--- src/rtl/mips_mem_pkg.sv ---
// rtl/mips_mem_pkg.sv - shared types and constants for the unified memory port arbiter
package mips_mem_pkg;

    localparam int WORD_W = 32;

    typedef enum logic [1:0] {
        ST_IDLE   = 2'd0,
        ST_ACCESS = 2'd1,
        ST_RESP   = 2'd2
    } state_t;

    localparam logic OWNER_I = 1'b0;
    localparam logic OWNER_D = 1'b1;

endpackage

--- src/rtl/mem_port_arbiter_if.sv ---
// rtl/mem_port_arbiter_if.sv - fetch, data and memory-side signals of the arbiter
interface mem_port_arbiter_if;
    import mips_mem_pkg::*;

    logic              i_req;
    logic [WORD_W-1:0] i_addr;
    logic [WORD_W-1:0] i_rdata;
    logic              i_ack;

    logic              d_req;
    logic              d_write;
    logic [WORD_W-1:0] d_addr;
    logic [WORD_W-1:0] d_wdata;
    logic [WORD_W-1:0] d_rdata;
    logic              d_ack;

    logic [WORD_W-1:0] mem_addr;
    logic [WORD_W-1:0] mem_wdata;
    logic              mem_write;
    logic [WORD_W-1:0] mem_rdata;

    logic              busy;
    logic              owner;

    // Arbiter side
    modport slave (
        input  i_req, i_addr, d_req, d_write, d_addr, d_wdata, mem_rdata,
        output i_rdata, i_ack, d_rdata, d_ack, mem_addr, mem_wdata, mem_write, busy, owner
    );

    // Requesters plus memory side
    modport master (
        output i_req, i_addr, d_req, d_write, d_addr, d_wdata, mem_rdata,
        input  i_rdata, i_ack, d_rdata, d_ack, mem_addr, mem_wdata, mem_write, busy, owner
    );

endinterface

--- src/rtl/mem_port_arbiter_pick.sv ---
// rtl/mem_port_arbiter_pick.sv - combinational owner pick, data first with fetch starvation guard
module mem_arb_pick
    import mips_mem_pkg::*;
(
    input  logic i_req,
    input  logic d_req,
    input  logic streak_full,
    output logic grant_valid,
    output logic grant_owner
);

    always_comb begin
        grant_valid = i_req | d_req;
        grant_owner = OWNER_I;
        if (d_req && !(i_req && streak_full)) begin
            grant_owner = OWNER_D;
        end
    end

endmodule

--- src/rtl/mem_port_arbiter.sv ---
// rtl/mem_port_arbiter.sv - sequences I/D accesses to the unified memory over LATENCY cycles
module mem_port_arbiter
    import mips_mem_pkg::*;
#(
    parameter int LATENCY      = 2,
    parameter int MAX_D_STREAK = 4
) (
    input  logic                    clk,
    input  logic                    reset,
    mem_port_arbiter_if.slave       bus
);

    localparam int CNT_W = (LATENCY > 1) ? $clog2(LATENCY) : 1;
    localparam int STK_W = (MAX_D_STREAK > 0) ? $clog2(MAX_D_STREAK + 1) : 1;

    state_t             state;
    state_t             state_next;
    logic [CNT_W-1:0]   cnt;
    logic [STK_W-1:0]   streak;
    logic [WORD_W-1:0]  lat_addr;
    logic [WORD_W-1:0]  lat_wdata;
    logic               lat_write;
    logic               owner_q;
    logic [WORD_W-1:0]  i_rdata_q;
    logic [WORD_W-1:0]  d_rdata_q;

    logic               streak_full;
    logic               grant_valid;
    logic               grant_owner;
    logic               mem_write;
    logic               i_ack;
    logic               d_ack;
    logic               busy;

    assign streak_full = (streak == STK_W'(MAX_D_STREAK));

    mem_arb_pick u_pick (
        .i_req       (bus.i_req),
        .d_req       (bus.d_req),
        .streak_full (streak_full),
        .grant_valid (grant_valid),
        .grant_owner (grant_owner)
    );

    always_comb begin
        state_next = state;
        mem_write  = 1'b0;
        i_ack      = 1'b0;
        d_ack      = 1'b0;
        busy       = 1'b0;
        case (state)
            ST_IDLE: begin
                if (grant_valid) begin
                    state_next = ST_ACCESS;
                end
            end
            ST_ACCESS: begin
                busy = 1'b1;
                // Write strobe only on the closing cycle: one commit edge per store
                if (cnt == '0) begin
                    mem_write  = lat_write;
                    state_next = ST_RESP;
                end
            end
            ST_RESP: begin
                busy       = 1'b1;
                i_ack      = (owner_q == OWNER_I);
                d_ack      = (owner_q == OWNER_D);
                state_next = ST_IDLE;
            end
            default: state_next = ST_IDLE;
        endcase
    end

    always_ff @(posedge clk) begin
        if (reset) begin
            state     <= ST_IDLE;
            cnt       <= '0;
            streak    <= '0;
            lat_addr  <= '0;
            lat_wdata <= '0;
            lat_write <= 1'b0;
            owner_q   <= OWNER_I;
            i_rdata_q <= '0;
            d_rdata_q <= '0;
        end else begin
            state <= state_next;
            case (state)
                ST_IDLE: begin
                    if (grant_valid) begin
                        owner_q   <= grant_owner;
                        cnt       <= CNT_W'(LATENCY - 1);
                        lat_addr  <= (grant_owner == OWNER_D) ? bus.d_addr : bus.i_addr;
                        lat_wdata <= (grant_owner == OWNER_D) ? bus.d_wdata : '0;
                        lat_write <= (grant_owner == OWNER_D) && bus.d_write;
                        // Streak counts D wins only while fetch is actually waiting
                        if (grant_owner == OWNER_D && bus.i_req) begin
                            if (!streak_full) begin
                                streak <= streak + STK_W'(1);
                            end
                        end else begin
                            streak <= '0;
                        end
                    end
                end
                ST_ACCESS: begin
                    if (cnt != '0) begin
                        cnt <= cnt - CNT_W'(1);
                    end else if (owner_q == OWNER_D) begin
                        d_rdata_q <= bus.mem_rdata;
                    end else begin
                        i_rdata_q <= bus.mem_rdata;
                    end
                end
                default: ;
            endcase
        end
    end

    assign bus.mem_addr  = lat_addr;
    assign bus.mem_wdata = lat_wdata;
    assign bus.mem_write = mem_write;
    assign bus.i_ack     = i_ack;
    assign bus.d_ack     = d_ack;
    assign bus.i_rdata   = i_rdata_q;
    assign bus.d_rdata   = d_rdata_q;
    assign bus.busy      = busy;
    assign bus.owner     = owner_q;

endmodule

--- src/flat_wrapper.sv ---
// flat-port wrapper written by rule: the top's interface ports become plain ports
module mem_port_arbiter_flat import mips_mem_pkg::*;
#(
    parameter int LATENCY      = 2,
    parameter int MAX_D_STREAK = 4
)
  (clk, reset, bus_i_req, bus_i_addr, bus_d_req, bus_d_write, bus_d_addr, bus_d_wdata, bus_mem_rdata, bus_i_rdata, bus_i_ack, bus_d_rdata, bus_d_ack, bus_mem_addr, bus_mem_wdata, bus_mem_write, bus_busy, bus_owner);
  mem_port_arbiter_if bus_i ();
  input  logic clk;
  input  logic reset;
  input wire logic [$bits(bus_i.i_req)-1:0] bus_i_req;
  input wire logic [$bits(bus_i.i_addr)-1:0] bus_i_addr;
  input wire logic [$bits(bus_i.d_req)-1:0] bus_d_req;
  input wire logic [$bits(bus_i.d_write)-1:0] bus_d_write;
  input wire logic [$bits(bus_i.d_addr)-1:0] bus_d_addr;
  input wire logic [$bits(bus_i.d_wdata)-1:0] bus_d_wdata;
  input wire logic [$bits(bus_i.mem_rdata)-1:0] bus_mem_rdata;
  output wire logic [$bits(bus_i.i_rdata)-1:0] bus_i_rdata;
  output wire logic [$bits(bus_i.i_ack)-1:0] bus_i_ack;
  output wire logic [$bits(bus_i.d_rdata)-1:0] bus_d_rdata;
  output wire logic [$bits(bus_i.d_ack)-1:0] bus_d_ack;
  output wire logic [$bits(bus_i.mem_addr)-1:0] bus_mem_addr;
  output wire logic [$bits(bus_i.mem_wdata)-1:0] bus_mem_wdata;
  output wire logic [$bits(bus_i.mem_write)-1:0] bus_mem_write;
  output wire logic [$bits(bus_i.busy)-1:0] bus_busy;
  output wire logic [$bits(bus_i.owner)-1:0] bus_owner;
  assign bus_i.i_req = bus_i_req;
  assign bus_i.i_addr = bus_i_addr;
  assign bus_i.d_req = bus_d_req;
  assign bus_i.d_write = bus_d_write;
  assign bus_i.d_addr = bus_d_addr;
  assign bus_i.d_wdata = bus_d_wdata;
  assign bus_i.mem_rdata = bus_mem_rdata;
  assign bus_i_rdata = bus_i.i_rdata;
  assign bus_i_ack = bus_i.i_ack;
  assign bus_d_rdata = bus_i.d_rdata;
  assign bus_d_ack = bus_i.d_ack;
  assign bus_mem_addr = bus_i.mem_addr;
  assign bus_mem_wdata = bus_i.mem_wdata;
  assign bus_mem_write = bus_i.mem_write;
  assign bus_busy = bus_i.busy;
  assign bus_owner = bus_i.owner;
  mem_port_arbiter #(.LATENCY(LATENCY), .MAX_D_STREAK(MAX_D_STREAK)) u_core (.clk(clk), .reset(reset), .bus(bus_i));
endmodule
--- config.mk ---
export PLATFORM = sky130hd
export DESIGN_NAME = mem_port_arbiter_flat
export DESIGN_NICKNAME = d
export VERILOG_FILES = /design/src/rtl/mips_mem_pkg.sv /design/src/rtl/mem_port_arbiter_if.sv /design/src/rtl/mem_port_arbiter_pick.sv /design/src/rtl/mem_port_arbiter.sv /design/src/flat_wrapper.sv
export SDC_FILE = /design/constraint.sdc
export NUM_CORES = 1
export LEC_CHECK = 0
export BUFFER_PORTS_ARGS = -buffer_cell sky130_fd_sc_hd__buf_2
export CAP_MARGIN = 20
export CELL_PAD_IN_SITES_DETAIL_PLACEMENT = 1
export CELL_PAD_IN_SITES_GLOBAL_PLACEMENT = 2
export CORE_ASPECT_RATIO = 0.7
export CORE_MARGIN = 8
export CORE_UTILIZATION = 22
export CTS_BUF_LIST = sky130_fd_sc_hd__clkbuf_4 sky130_fd_sc_hd__clkbuf_8 sky130_fd_sc_hd__clkbuf_16
export CTS_CLUSTER_SIZE = 20
export DETAILED_ROUTE_END_ITERATION = 8
export HOLD_SLACK_MARGIN = 0.03
export PLACE_DENSITY_LB_ADDON = 0.1
export SLEW_MARGIN = 0
export SYNTH_ARGS = -nofsm -noshare
export SYNTH_HDL_FRONTEND = slang
export SYNTH_SLANG_ARGS = --single-unit
--- constraint.sdc ---
create_clock -name clk -period 1.6 [get_ports clk]
set_input_delay 0.08 -clock clk [delete_from_list [all_inputs] [get_ports clk]]
set_output_delay 0.08 -clock clk [all_outputs]
set_load 0.01 [all_outputs]
## After elaboration in Yosys (flattened, before gate mapping)

Index checks and enable logic that the tools add are counted.

| operators by class | value |
|---|---|
| add/subtract/negate cells | 2 |
| $mul | 0 |
| divide/modulo/power cells | 0 |
| order comparisons | 0 |
| eq/ne operators | 6 |
| shift operators | 0 |
| muxes and demuxes | 16 |
| bitwise gates (word level) | 3 |
| reductions and logical operators | 14 |

Operators by type and width:

| kind | count |
|---|---|
| 32-bit 2-to-1 mux | 2 |
| 3-bit AND reduction | 3 |
| 1-bit 2-to-1 mux | 8 |
| 3-bit 2-to-1 mux | 2 |
| 2-bit AND reduction | 3 |
| 1-bit logical AND | 4 |
| 2-bit 2-to-1 mux | 2 |
| 2-bit inequality test (second input constant) | 2 |
| 2-bit case mux with 2 select lines | 1 |
| 3-bit by 1-bit adder with 3-bit output (second input constant) | 1 |
| 3-bit equality test (second input constant) | 1 |
| 2-bit by 1-bit equality test with 1-bit output (second input constant) | 1 |
| 2-bit equality test (second input constant) | 1 |
| 2-bit zero test | 1 |
| 2-bit by 1-bit inequality test with 1-bit output (second input constant) | 1 |
| 1-bit inverter | 2 |
| 1-bit case mux with 2 select lines | 1 |
| 2-bit nonzero test | 1 |
| 2-bit OR reduction | 1 |
| 1-bit zero test | 1 |
| 1-bit OR | 1 |
| 1-bit subtractor (second input constant) | 1 |

| word-level totals | value |
|---|---|
| register bits | 136 |
| bits in latches | 0 |
| bits in writable memories | 0 |
| bits in read-only memories | 0 |
| output and inout port bits | 133 |
| memories kept | 0 |

## Logic depth before layout (Yosys ltp)

| logic depth | value |
|---|---|
| depth in word-level cells | 8 |
| gate-level depth with buffers | 7 |

## Hierarchy

Synthesis repeated with hierarchy kept, for this count alone.

| unflattened totals | value |
|---|---|
| cells, all modules | 623 |
| area total of the unflattened synthesis | 5251.3 µm² |

Modules (own cells, without submodules):

| module | instances | cells an instance | area each (µm²) |
|---|---|---|---|
| mem_port_arbiter | 1 | 621 | 5237.5 |
| mem_arb_pick | 1 | 2 | 13.8 |

## Worst setup path after synthesis

No wires, ideal clock.

| timing path | value |
|---|---|
| path type | register -> register |
| start | register u_core.streak[0] |
| end | register u_core.lat_wdata[22], in the netlist u_core.bus.mem_wdata[22] |
| setup time | 0.058 ns |
| data arrival time | 1.595 ns |
| data required time | 1.542 ns |
| path slack | -0.053 ns |
| stages on the path, launching flop included | 8 |
| buffers on the path | 2 |
| period minus slack after synthesis | 1.653 ns |
| cells stage by stage | dfxtp_1 > inv_1 > ha_1 > and3_1 > buf_6 > nor4b_4 > buf_6 > a22o_2 |

| between the ends | value |
|---|---|
| word-level cells in the longest chain between the ends | 6 |

Ends and longest elaborated chain:

| what | RTL line | text |
|---|---|---|
| start, declared | mem_port_arbiter.sv:19 | `logic [STK_W-1:0] streak;` |
| start signal, assigned | mem_port_arbiter.sv:99 | `streak <= streak + STK_W'(1);` |
| 3-bit equality test | mem_port_arbiter.sv:35 | `assign streak_full = (streak == STK_W'(MAX_D_STREAK));` |
| 1-bit logical AND | mem_port_arbiter_pick.sv:15 | `if (d_req && !(i_req && streak_full)) begin` |
| 1-bit zero test | mem_port_arbiter_pick.sv:15 |  |
| 1-bit logical AND | mem_port_arbiter_pick.sv:15 |  |
| 1-bit 2-to-1 mux | mem_port_arbiter_pick.sv:15 |  |
| 32-bit 2-to-1 mux | mem_port_arbiter.sv:94 | `lat_wdata <= (grant_owner == OWNER_D) ? bus.d_wdata : '0;` |
| end signal, assigned | mem_port_arbiter.sv:94 |  |
| end, declared | mem_port_arbiter.sv:21 | `logic [WORD_W-1:0] lat_wdata;` |

No other way between the ends.
A chain may end at the register's enable or synchronous reset.

## Worst setup path in the final report

| timing path | value |
|---|---|
| start | register u_core.streak[0] |
| end | register u_core.lat_wdata[8], in the netlist u_core.bus.mem_wdata[8] |

Same word-level chain as after synthesis.

==> flow_metrics.py <==
metrics = {
    "clock_tree": {
        "path_clk_slew_ns": 0.06,
        "clkSinkCount": 136,
        "tritoncts": "done",
        "clock_latency_ns": 0.43,
        "ctsHtreeMaxLevel": 4,
        "cts_max_path_buffers": 2,
        "cts-root-buf": "clkbuf_16",
        "cts_made_buffers": 17,
    },
    "setup_path": {
        "critical-path-top-delay-family": "simple AND/OR/NAND/NOR gates",
        "path_max_fanout": 18,
        "arrival_ns": 1.92,
        "path_cells": "inv_2, ha_4, and3_4, nor4b_4, buf_6, buf_12, a22o_1",
        "cp.required_ns": 1.96,
        "cp-end-kind": "flop",
        "max_stage_delay_ns": 0.33,
        "startpoint_type": "flop",
        "critPathBufInv": 3,
        "critPathSlowestCell": "dfxtp_2",
        "criticalPathCategory": "flop to flop",
    },
    "logic_synthesis": {
        "synth-compound-area-share": 0.223,
        "async_flop_share": 0,
        "ys_ff_latch": 136,
        "synth_edf_count": 0,
        "muxShareOfSynthArea": 0,
        "synth_top_cell_by_area": "dfxtp_1",
        "syn-num-nets": 725,
        "synth_top_family_by_area": "compound AO/OA/AOI/OAI gates",
        "synth_xor_area_frac": 0,
        "synth_area_leaders": "dfxtp_1, nand2_1, a21oi_1",
        "ys_types": 33,
        "syn_inst": 586,
        "synth_seq_area_share": 0.533,
        "synth-simple-area-share": 0.178,
        "yosys_warnings": 0,
        "syn-cell-area_um2": 5100,
        "postSynthAreaPerCell_um2": 8.71,
        "synth_ff_type": "dfxtp_1",
        "yosysTopAreaCellShare": 0.533,
        "synthAdderAreaFrac": 0.0147,
    },
    "timing": {
        "setup_violations": 0,
        "timing_hold_violations_final": 0,
        "relSlewSlack": 0.616,
        "worstMarginPinSlew_ns": 0.576,
        "slew_violations": 0,
        "rsz0062_at_grt": "yes",
        "fin_crit_ns": 1.56,
        "skew_ns": 0.0110,
        "post-route-period-util": 0.973,
        "max_freq_mhz": 642,
    },
    "layout": {
        "nets": 1118,
        "final_common_cell": "buf_2",
        "layout_common_cells": "buf_2, dlygate4sd3_1, dfxtp_1",
        "final_area_um2": 8910,
        "area_delta_synth_final_pct": 74.6,
        "drive_above_1_share": 0.358,
    },
    "die": {
        "core.rowCount": 46,
        "die_y_um": 143,
        "die_w_um": 198,
        "die_area_um2": 28400,
        "pin_count": 266,
        "initial_utilization": 0.225,
        "core_area_um2": 22700,
    },
    "detailed_routing": {
        "firstDrtPassIters": 4,
        "num_vias": 5838,
        "routed_wl_mm": 23.3,
        "ant_nets": 0,
        "vias_per_cell": 4.47,
        "wl_per_cell_um": 17.9,
        "drtIter0Drc": 151,
        "drc_errors": 0,
    },
    "placed_design": {
        "hpwl_mm": 15.8,
        "placed_area_um2": 6900,
        "place_congestion": 0.750,
        "io_buffers": 265,
    },
    "grt": {
        "gr-total-overflow": 0,
        "grt_antenna_before_repair": 1,
        "grt_max_degree": 51,
        "grt_pass1_wl_mm": 35.8,
        "first_global_vias": 6607,
        "grt.total_usage": 0.160,
    },
    "power": {
        "power_w": 0.0105,
        "leakagePower_nw": 3.97,
        "power_density_nw_per_um2": 1180,
        "peakVddDrop_mv": 0.716,
    },
    "outcome": {
        "status": "completed",
    },
    "run": {
        "drv_cap": 0,
    },
    "worst_hold_path": {
        "hold_class": "input port to flop",
    },
}
[path summary, 6_finish.rpt]
| path | slack, ns | cells past startpoint | startpoint | end |
|---|---|---|---|---|
| setup / recovery | 0.04 | 7 | u_core.streak[0]$_SDFFE_PP0P_ | u_core.bus.mem_wdata[8]$_SDFFE_PP0P_ |
| hold / removal | 0.42 | 3 | bus_d_wdata[1] | u_core.bus.mem_wdata[1]$_SDFFE_PP0P_ |
| setup reg to reg | 0.04 | 7 | u_core.streak[0]$_SDFFE_PP0P_ | u_core.bus.mem_wdata[8]$_SDFFE_PP0P_ |
| hold reg to reg | 0.45 | 2 | u_core.bus.d_rdata[9]$_SDFFE_PP0P_ | u_core.bus.d_rdata[9]$_SDFFE_PP0P_ |
[cell type report]
| type | instances | area, um^2 |
|---|---|---|
| inverter | 6 | 27.5 |
| antenna | 1 | 2.50 |
| multi-input combinational | 391 | 2180 |
| clock buffer | 25 | 517 |
| timing repair buffer | 427 | 3000 |
| clock inverter | 7 | 66.3 |
| fill | 2684 | 13800 |
| tap | 312 | 390 |
| sequential | 136 | 2730 |
[per-stage QoR]
step	utilization	worst slack (ns)	std cells	setup TNS, ns	hold WS, ns
after floorplan	-	-0.0340	586	-1.49	0.216
after global placement	0.304	0.0816	1136	0	0.303
after detailed placement	0.304	0.0372	1136	0	0.310
after CTS	0.388	-0.0104	1300	-0.0104	0.384
after global routing	0.392	-0.0191	1305	-0.146	0.408
final	0.392	0.0433	1305	0	0.417
[cell usage after synthesis, types with 2 or more instances]
cell type	instances
dfxtp_1	136
nand2_1	130
a21oi_1	66
clkbuf_1	38
nor2_1	35
nand3_1	34
o21ai_0	33
a311oi_1	32
a22o_1	26
a22o_2	7
buf_2	6
ha_1	6
inv_1	6
buf_1	5
buf_6	4
nor3b_1	3
and3b_1	2
or3b_2	2
[per-layer routing]
layer / global-route usage / wire length (um) / up-vias
li1: - / - / 2833
met1: 0.188 / 10400 / 2822
met2: 0.265 / 10900 / 160
met3: 0.0621 / 1630 / 23
met4: 0.0505 / 380 / 0
met5: 0 / 0 / -
[sequential cells by signal, summed over array words and instances (netlist names), 2 cells and up]
register,flops
u_core.streak,3
u_core.bus.mem_wdata,32
u_core.bus.i_rdata,32
u_core.bus.mem_addr,32
u_core.bus.d_rdata,32
u_core.state,2
[worst register-to-register path: stages, from the launching register on]
cell and delay [ns]:
dfxtp_2 0.33, inv_2 0.06, ha_4 0.16, and3_4 0.18, nor4b_4 0.27, buf_6 0.17, buf_12 0.15, a22o_1 0.17
[power by group]
part,internal (W),switching [W],total [W]
Clock,0.00239,0.00150,0.00389
Sequential,0.00381,0.000239,0.00405
Combinational,0.00122,0.00138,0.00260
Total,0.00741,0.00312,0.0105
[logic make-up after synthesis]
group           count (synthesis)
compound gates                172
fa+ha+maj                       6
buf+inv                        59
flops                         136
simple gates                  213
[repair_timing]
action / 4_1_cts / 5_1_grt
hold endpoints to repair: 133 / 0
pin swaps: 1 / 5
cloned: 0 / 2
endpoints found under the setup margin: 1 / 63
hold buffers: 132 / 0
buffers inserted: 0 / 2
resized for setup: 7 / 11
No activity file was read; power rests on OpenSTA's default activity.
